### config.mk
export PLATFORM = sky130hd
export DESIGN_NAME = theta_seq_flat
export DESIGN_NICKNAME = d
export VERILOG_FILES = /design/src/rtl/theta_seq_if.sv /design/src/rtl/theta_seq.sv /design/src/flat_wrapper.sv
export SDC_FILE = /design/constraint.sdc
export NUM_CORES = 1
export LEC_CHECK = 0
export ABC_AREA = 1
export BUFFER_PORTS_ARGS = -buffer_cell sky130_fd_sc_hd__buf_2
export CAP_MARGIN = 30
export CORE_MARGIN = 8
export CORE_UTILIZATION = 31
export DETAILED_ROUTE_END_ITERATION = 8
export PLACE_DENSITY = 0.52
export SETUP_SLACK_MARGIN = 0.02
export SLEW_MARGIN = 0
export SYNTH_ARGS = -nofsm -noshare
export SYNTH_HDL_FRONTEND = slang
export SYNTH_SLANG_ARGS = --single-unit
### constraint.sdc
create_clock -name clk -period 10.1 [get_ports clk]
set_clock_uncertainty 0.2 [all_clocks]
set_input_delay 0.505 -clock clk [delete_from_list [all_inputs] [get_ports clk]]
set_output_delay 0.505 -clock clk [all_outputs]
set_load 0.01 [all_outputs]
### src/rtl/theta_seq_if.sv
// Handshake and state-memory port bundle between theta_seq and the
// round controller / lane memory.
interface theta_seq_if #(parameter int W = 64);
    logic         start;
    logic         busy;
    logic         done;
    logic [2:0]   rx;
    logic [2:0]   ry;
    logic [W-1:0] rd;
    logic [2:0]   wx;
    logic [2:0]   wy;
    logic         wr;
    logic [W-1:0] wd;

    modport master (
        input  start, rd,
        output busy, done, rx, ry, wx, wy, wr, wd
    );

    modport slave (
        output start, rd,
        input  busy, done, rx, ry, wx, wy, wr, wd
    );
endinterface

### src/rtl/theta_seq.sv
// Keccak theta sequencer: parity sweep, D derivation, then in-place apply sweep.
// Optional debug parity export enabled by defining THETA_PAR_OUT_EN.
module theta_seq #(
    parameter int W = 64
) (
    input  logic          clk,
    input  logic          rst,
    theta_seq_if.master   bus
`ifdef THETA_PAR_OUT_EN
    ,
    output logic [5*W-1:0] par_out,
    output logic           par_vld
`endif
);

    typedef enum logic [2:0] {
        S_IDLE,
        S_PAR,
        S_DCALC,
        S_APPLY,
        S_DONE
    } state_t;

    state_t       r_state;
    state_t       w_next;
    logic [2:0]   r_x;
    logic [2:0]   r_y;
    logic [2:0]   w_x_nxt;
    logic [2:0]   w_y_nxt;
    logic         w_last;
    logic [W-1:0] r_c [5];
    logic [W-1:0] r_d [5];

    function automatic logic [W-1:0] rol1(input logic [W-1:0] v);
        return {v[W-2:0], v[W-1]};
    endfunction

    // Row-major lane walk: x inner, y outer, both wrapping at 4.
    always_comb begin
        w_last = (r_x == 3'd4) && (r_y == 3'd4);
        if (r_x == 3'd4) begin
            w_x_nxt = 3'd0;
            w_y_nxt = (r_y == 3'd4) ? 3'd0 : r_y + 3'd1;
        end else begin
            w_x_nxt = r_x + 3'd1;
            w_y_nxt = r_y;
        end
    end

    always_comb begin
        w_next   = r_state;
        bus.busy = 1'b0;
        bus.done = 1'b0;
        bus.wr   = 1'b0;
        bus.wd   = '0;
        bus.rx   = r_x;
        bus.ry   = r_y;
        bus.wx   = r_x;
        bus.wy   = r_y;
        case (r_state)
            S_IDLE: begin
                if (bus.start) w_next = S_PAR;
            end
            S_PAR: begin
                bus.busy = 1'b1;
                if (w_last) w_next = S_DCALC;
            end
            S_DCALC: begin
                bus.busy = 1'b1;
                w_next   = S_APPLY;
            end
            S_APPLY: begin
                // rd is the pre-write value of the very lane being written.
                bus.busy = 1'b1;
                bus.wr   = 1'b1;
                bus.wd   = bus.rd ^ r_d[r_x];
                if (w_last) w_next = S_DONE;
            end
            S_DONE: begin
                bus.done = 1'b1;
                w_next   = S_IDLE;
            end
            default: w_next = S_IDLE;
        endcase
    end

    always_ff @(posedge clk) begin
        if (rst) begin
            r_state <= S_IDLE;
            r_x     <= 3'd0;
            r_y     <= 3'd0;
            for (int i = 0; i < 5; i++) begin
                r_c[i] <= '0;
                r_d[i] <= '0;
            end
        end else begin
            r_state <= w_next;
            case (r_state)
                S_IDLE: begin
                    if (bus.start) begin
                        r_x <= 3'd0;
                        r_y <= 3'd0;
                        for (int i = 0; i < 5; i++) r_c[i] <= '0;
                    end
                end
                S_PAR: begin
                    r_c[r_x] <= r_c[r_x] ^ bus.rd;
                    r_x      <= w_x_nxt;
                    r_y      <= w_y_nxt;
                end
                S_DCALC: begin
                    for (int i = 0; i < 5; i++)
                        r_d[i] <= r_c[(i + 4) % 5] ^ rol1(r_c[(i + 1) % 5]);
                    r_x <= 3'd0;
                    r_y <= 3'd0;
                end
                S_APPLY: begin
                    r_x <= w_x_nxt;
                    r_y <= w_y_nxt;
                end
                default: ;
            endcase
        end
    end

`ifdef THETA_PAR_OUT_EN
    // C is only cleared when the next pass is accepted, so the export holds until then.
    always_comb begin
        par_out = '0;
        for (int i = 0; i < 5; i++) par_out[i*W +: W] = r_c[i];
        par_vld = (r_state == S_DCALC);
    end
`endif

endmodule

### src/flat_wrapper.sv
// flat-port wrapper written by rule: the top's interface ports become plain ports
module theta_seq_flat 
#(
    parameter int W = 64
)
  (clk, rst, bus_start, bus_rd, bus_busy, bus_done, bus_rx, bus_ry, bus_wx, bus_wy, bus_wr, bus_wd);
  theta_seq_if #(.W(W)) bus_i ();
  input  logic clk;
  input  logic rst;
  input wire logic [$bits(bus_i.start)-1:0] bus_start;
  input wire logic [$bits(bus_i.rd)-1:0] bus_rd;
  output wire logic [$bits(bus_i.busy)-1:0] bus_busy;
  output wire logic [$bits(bus_i.done)-1:0] bus_done;
  output wire logic [$bits(bus_i.rx)-1:0] bus_rx;
  output wire logic [$bits(bus_i.ry)-1:0] bus_ry;
  output wire logic [$bits(bus_i.wx)-1:0] bus_wx;
  output wire logic [$bits(bus_i.wy)-1:0] bus_wy;
  output wire logic [$bits(bus_i.wr)-1:0] bus_wr;
  output wire logic [$bits(bus_i.wd)-1:0] bus_wd;
  assign bus_i.start = bus_start;
  assign bus_i.rd = bus_rd;
  assign bus_busy = bus_i.busy;
  assign bus_done = bus_i.done;
  assign bus_rx = bus_i.rx;
  assign bus_ry = bus_i.ry;
  assign bus_wx = bus_i.wx;
  assign bus_wy = bus_i.wy;
  assign bus_wr = bus_i.wr;
  assign bus_wd = bus_i.wd;
  theta_seq #(.W(W)) u_core (.clk(clk), .rst(rst), .bus(bus_i));
endmodule
# Word level (Yosys, flattened, before mapping)
# Memories as Yosys holds them, arrays and structs flattened. A register that Yosys moved wholly into a read port is not among the register bits.
# Index checks and enable logic that the tools add are counted.
# Widths: inputs -> output; s select.
dict set report word_totals {
  input_bits 67
  latch_bits 0
  wordCells 86
  mem_count 2
  mem_bits_ro 0
  ff_bits 9
  ram_bits 640
  output_inout_bits 79
}
# memory depth word_bits rd rd_ports_with_merged_regs write_ports line
set mem_list {}
lappend mem_list {u_core.r_c 5 64 6 1 5 theta_seq.sv:31} ;# logic [W-1:0] r_c [5];
lappend mem_list {u_core.r_d 5 64 1 1 5 theta_seq.sv:32} ;# logic [W-1:0] r_d [5];
dict set report op_classes {
  n_bitwise 17
  n_shift 0
  n_reduce_logical 9
  n_lt_le_gt_ge 0
  n_eq_ne 10
  n_addsub 2
  n_mul 0
  n_div 0
  mux 43
}
# op n
set ops {}
lappend ops {{$mux 64} 12}
lappend ops {{$xor 64x64->64} 7}
lappend ops {{$reduce_or 64->1} 1}
lappend ops {{$mux 3} 12}
lappend ops {{$pmux 3 s3} 2}
lappend ops {{$mux 1} 16}
lappend ops {{$pmux 3 s4} 1}
lappend ops {{$or 1x1->1} 10}
lappend ops {{$eq 3x3->1 const B} 3}
lappend ops {{$add 3x1->3 const B} 2}
lappend ops {{$eq 3x2->1 const B} 2}
lappend ops {{$ne 2x1->1 const B} 3}
lappend ops {{$reduce_and 3->1} 2}
lappend ops {{$eq 3x1->1 const B} 1}
lappend ops {{$logic_not 3->1} 1}
lappend ops {{$reduce_bool 3->1} 1}
lappend ops {{$reduce_or 3->1} 1}
lappend ops {{$ne 2x2->1 const B} 1}
lappend ops {{$reduce_and 2->1} 1}
lappend ops {{$reduce_or 2->1} 1}
lappend ops {{$logic_and 1x1->1} 1}

# Logic depth before layout (Yosys ltp)
# Gate-level depths: netlist (run 1).
dict set report logic_depth {
  word_depth 6
  depth_mapped 13
  ltp_nobuf 9
}

# Least setup slack after synthesis (run 1)
# Ideal clock, no wire load.
dict set report synth_timing {
  path_kind {input-to-reg}
  start {input rst}
  end {memory u_core.r_d[0][0] (enable)}
  path_slack_ns 1.697
  setup_time_ns 2.403
  cell_stages 2
  required_ns 7.497
  t_arrival_ns 5.800
  n_path_buf 0
  path_cell_list {clkinv_1 -> nand2_1}
}
# element line
set synth_lines {}
lappend synth_lines {{from (decl)} flat_wrapper.sv:9} ;# input logic rst;
lappend synth_lines {{to (decl)} theta_seq.sv:32}

==> results of run 1 <==
==> critical path, stage by stage, from the launching register on <==
cell      delay, ns
dfxtp_4        0.58
clkinv_8       0.60
buf_4          0.58
buf_4          0.39
o21ai_0        0.25
nand3_1        0.14
nand3_1        0.12
nand2_1        0.06
nor2_1         0.19
buf_2          0.19
==> state kept, by name, summed over array words and instances, names as in the netlist, named ones only <==
signal and count:
u_core.r_c 512, u_core.r_d 320, u_core.bus.rx 3, u_core.bus.ry 3
u_core.r_state 3
==> metal layers <==
metal  up-vias  GRT usage [%]  wire, microns
met2       796           27.0          57900
met1     14900           22.4          55900
met4         4           4.42           3240
met5         -              0             26
met3       182           2.50           6540
li1      15000              -              -
==> cells in the mapped netlist <==
cell	n
nand2_1	1036
nor2_1	928
edfxtp_1	832
nand3_1	440
inv_1	330
xnor2_1	225
a21oi_1	223
o21ai_0	154
clkbuf_1	140
or2_2	64
buf_2	48
buf_1	30
nand3b_1	19
nand2_2	14
buf_6	12
dfxtp_1	12
o21ai_1	10
nand3b_2	8
buf_4	7
ha_1	4
nor3_1	4
buf_12	1
clkinv_1	1
inv_4	1
nor2_4	1
nor4_1	1
==> where the power goes <==
part	total, uW	switching (uW)	internal, uW
clock network	3380	1460	1920
logic	1680	1160	514
registers	4500	234	4260
total	9550	2850	6700
==> per-stage QoR <==
stage          worst slack, ns  instances
2_1_floorplan             1.70       4545
3_3_place_gp              5.91       6269
3_5_place_dp              5.85       6272
4_1_cts                   5.40       6450
5_1_grt                   5.18       6452
6_report                  5.51       6456
==> placed cells by master (no fill, tap or decap), drive strengths merged <==
cell         synthesis  routed
ha                   4       4
nand3b              27      27
inv                331     331
clkbuf             140     124
nor3                 4       4
o21ai              164     164
diode                0       5
a21oi              223     223
clkinv               1      48
nor4                 1       1
nand3              440     440
clkinvlp             0       1
or2                 64      64
buf                 98     185
dfxtp               12      12
bufinv               0       5
dlygate4sd3          0       1
nor2               929     929
nand2             1050    1050
xnor2              225     225
edfxtp             832     832
==> cells by family (layout without fill, tap and decap cells) <==
| kind of cell | Yosys count | after routing | synth area share, % |
|---|---|---|---|
| AOI/OAI and AO/OA | 387 | 387 | 4.63 |
| xor gates and xnor gates | 225 | 225 | 4.71 |
| adders and majority gates | 4 | 4 | 0.120 |
| buffers and inverters | 570 | 695 | 5.58 |
| DFF | 844 | 844 | 60.3 |
| other | 0 | 5 | 0 |
| and+or+nand+nor | 2515 | 2515 | 24.7 |
==> final timing paths <==
path | endpoint | slack, ns | cells past startpoint
max | bus_wd[44] | 5.51 | 9
max reg2reg | u_core.r_c[4][25] | 6.15 | 7
min | u_core.r_c[5][57] | 0.13 | 3
min reg2reg | u_core.bus.ry[2] | 0.32 | 2
==> final cells by class <==
cell class	instances	area share, %
clock buffer	124	5.43
inverter	332	2.69
sequential	844	53.3
antenna	5	0.0264
clock inverter	53	0.883
timing repair buffer	186	2.42
multi-input combinational	3131	30.5
tap	1781	4.71
==> results.toml, run 1 <==
[run_status]
outcome = "finished clean"

[final_layout]
final_util_pct = 35.1
regArea_sq_um = 25200
design_area_sq_um = 47300
multiInputGateArea_sq_um = 14500
n_fill_cell = 13600
layout.nets = 4663
area_growth_pct = 13.1
layout-drive-gt1-share_pct = 9.08

[global_routing]
grt_pass1_vias = 29800
grt_max_degree = 161
grt_pass1_wl_microns = 186000
grt.overflow.total = 0
antenna_found_initial = 14
grtUsageTotal_pct = 16.3

[clocking]
clock_latency_ns = 0.68
postCtsSetupBuffers = 0
cts_sinks = 844
clock-root-buffer = "clkbuf_16"
cts_hold_buf = 1
h-tree-depth = 3
clk_pin_slew_worst_paths_ns = 0.06
cts_tree = "done"
cts_buffer_depth = 3
ctsResizeCount = 0
cts_inserted_buffers = 97

[place]
dpl_cell_area_sq_um = 44300
place_hpwl_microns = 70500
gp_congestion = 0.768
port-buffer-count = 145

[floorplan]
die-height_microns = 383
rows = 135
start_util_pct = 31.0
die_w_microns = 383
core_area_sq_um = 135000
ioPinCount = 146
die_area_sq_um = 147000

[worst_setup_path]
arrival_ns = 3.88
endpoint_kind = "primary output"
r2r-start = "u_core.r_state[0]"
required_ns = 9.40
path_max_fanout = 156
crit_type = "flop to primary output"
crit_path_start_kind = "flop"

[logic_synthesis]
synth_top_area_share_pct = 59.7
yosys.area.top_type = "edfxtp_1"
seq_area_frac_synth_pct = 60.3
yosysUniqueCellTypes = 26
ys_warn_count = 0
ys_ff_latch = 844
avgSynthCellArea_sq_um = 9.21
syn-num-nets = 4616
yosys-top-cells-area = "edfxtp_1 (60%), nand2_1 (9.3%), nor2_1 (8.3%), nand3_1 (5.3%), xnor2_1 (4.7%)"
syn-instance-count = 4545
netlist_area_sq_um = 41800

[drt]
post_drt_wl_per_cell_microns = 19.1
drt_iter0_drc = 2383
via_per_inst = 4.79
ant_nets = 0
drc = 0
first_pass_iters = 5
vias = 30900
wl_microns = 124000

[power]
power_uw = 9550
ir_worst_vdd_mv = 0.138
leakage_uw = 0.0182
powerDensity_nw_per_um2 = 202

[sta]
worstMarginPinSlew_ns = 0.994
hold_ws_ns = 0.134
drv_slew = 0
finalCriticalPeriod_ns = 4.59
setup_tns_ns = 0
min_period_over_period_pct = 45.4
max_slew_margin_pct = 33.8
fmax_ghz = 0.218
rsz0062_at_grt = "no"
setup_viol = 0
hold_violations = 0

[hold_path]
hp-start = "bus_rd[57]"
hold_path.class = "input pin to flop"

[flow_run]
cap_violations = 0
Note: power is estimated with default switching activity, not from simulation.
==> inputs of run 2 (changes only) <==
PLACE_DENSITY = 0.53   (was 0.52)
clock period = 3.8 ns   (was 10.1 ns; I/O delays follow)
==> results.toml, run 2 (synthesis results as in run 1) <==
[sta]
worstMarginPinSlew_ns = 1.02
min_period_over_period_pct = 89.5
rsz0062_at_grt = "no"
max_slew_margin_pct = 32.0
layout_setup_ws_ns = 0.399
fmax_ghz = 0.294
setup_tns_ns = 0
setup_viol = 0
hold_ws_ns = 0.134
hold_violations = 0
drv_slew = 0
finalCriticalPeriod_ns = 3.40

[place]
dpl_cell_area_sq_um = 44700
post-place-ws_ns = 1.00
place_hpwl_microns = 71200
gp_congestion = 0.784
port-buffer-count = 145

[global_routing]
grtUsageTotal_pct = 16.0
grt_pass1_vias = 30100
grt_pass1_wl_microns = 184000
grt_max_degree = 161
grt.overflow.total = 0
antenna_found_initial = 6

[power]
ir_worst_vdd_mv = 0.340
leakage_uw = 0.0187
powerDensity_nw_per_um2 = 523

[worst_setup_path]
crit_path_start_kind = "flop"
path_max_fanout = 32
endpoint_kind = "primary output"
arrival_ns = 3.01
reg2reg_depth = 7
required_ns = 3.41
critPathBufInv = 2
crit_type = "flop to primary output"
r2r-start = "u_core.r_state[0]"
worstPathCellList = "buf_4 > nor2_1 > o21ai_0 > nand3_1 > nand3_1 > nand2_1 > nor2_1 > buf_2"
cp_slowest_cell = "dfxtp_4"
path_depth = 8
cpPeakStageDelay_ns = 0.58
path_delay_family = "simple AND/OR/NAND/NOR gates"

[final_layout]
layout-drive-gt1-share_pct = 9.26
top_register = "u_core.r_c"
layout.nets = 4748
n_fill_cell = 13700
design_area_sq_um = 48300
top_regs = "u_core.r_c x512, u_core.r_d x320"
final_util_pct = 35.8
final_common_cell = "nand2_1"
largest_reg_flops = 512
area_growth_pct = 15.4
layout_common_cells = "nand2_1 (1026), nor2_1 (926), edfxtp_1 (832)"

[drt]
post_drt_wl_per_cell_microns = 18.4
drt_iter0_drc = 2357
via_per_inst = 4.73
ant_nets = 0
vias = 30900
wl_microns = 120000
drc = 0
first_pass_iters = 6

[hold_path]
hold_path.class = "input pin to flop"
hp-start = "rst"
hold_depth = 3

[floorplan]
core_area_sq_um = 135000
ioPinCount = 146
rows = 135
start_util_pct = 31.0
die-height_microns = 383
die_w_microns = 383
die_area_sq_um = 147000

[clocking]
cts_inserted_buffers = 93
h-tree-depth = 3
ctsResizeCount = 0
clk_pin_slew_worst_paths_ns = 0.06
cts_tree = "done"
cts_buffer_depth = 3
clock-root-buffer = "clkbuf_16"
clock_latency_ns = 0.67
cts_sinks = 844

[flow_run]
cap_violations = 0

[run_status]
outcome = "finished clean"
==> run 2: what timing repair did <==
| action | in CTS | in global routing |
|---|---|---|
| hold buffers | 67 | 0 |
| endpoints found under the hold margin | 522 | 0 |
| setup buffers | 0 | 0 |
==> run 2: where the power goes <==
| part | switching (uW) | total, uW | internal (uW) |
|---|---|---|---|
| Combinational | 3110 | 4600 | 1490 |
| Sequential | 605 | 11900 | 11300 |
| Clock | 3720 | 8720 | 4990 |
| Total | 7440 | 25200 | 17800 |
==> run 2: worst register-to-register path, delay by kind of cell (launching register included) <==
family        cells  cell delay, ns
simple gates      5            1.27
flops             1            0.37
buf+inv           2            0.54
==> run 2: final cells by class <==
type / instances / area (sq um) / area share [%]
diodes: 3 / 7.51 / 0.0155
clock buffers: 120 / 2510 / 5.21
clock inverters: 48 / 370 / 0.767
inverters: 332 / 1270 / 2.63
multi-input cells: 3131 / 14400 / 29.9
flip-flops and latches: 844 / 25200 / 52.3
well taps: 1781 / 2230 / 4.62
repair buffers: 275 / 2220 / 4.60
==> run 2: routing by layer <==
metal	track usage, %	vias up	wire length, microns
met5	0	-	25
met1	21.6	14800	54700
met4	4.78	4	2740
li1	-	15200	-
met3	2.23	159	5880
met2	26.7	745	56900
==> run 2: worst paths after layout <==
path                             to  slack (ns)
hold reg to reg    u_core.bus.ry[2]        0.33
setup / recovery         bus_wd[46]        0.40
setup reg to reg  u_core.r_c[0][17]        1.03
hold / removal    u_core.r_state[2]        0.13
==> run 2: per-stage QoR <==
stage / total power, uW / std cells
2_1_floorplan: 15200 / 4545
4_1_cts: 25500 / 6531
5_1_grt: 26500 / 6533
6_report: 25200 / 6534
3_5_place_dp: 16700 / 6296
3_3_place_gp: 16600 / 6294
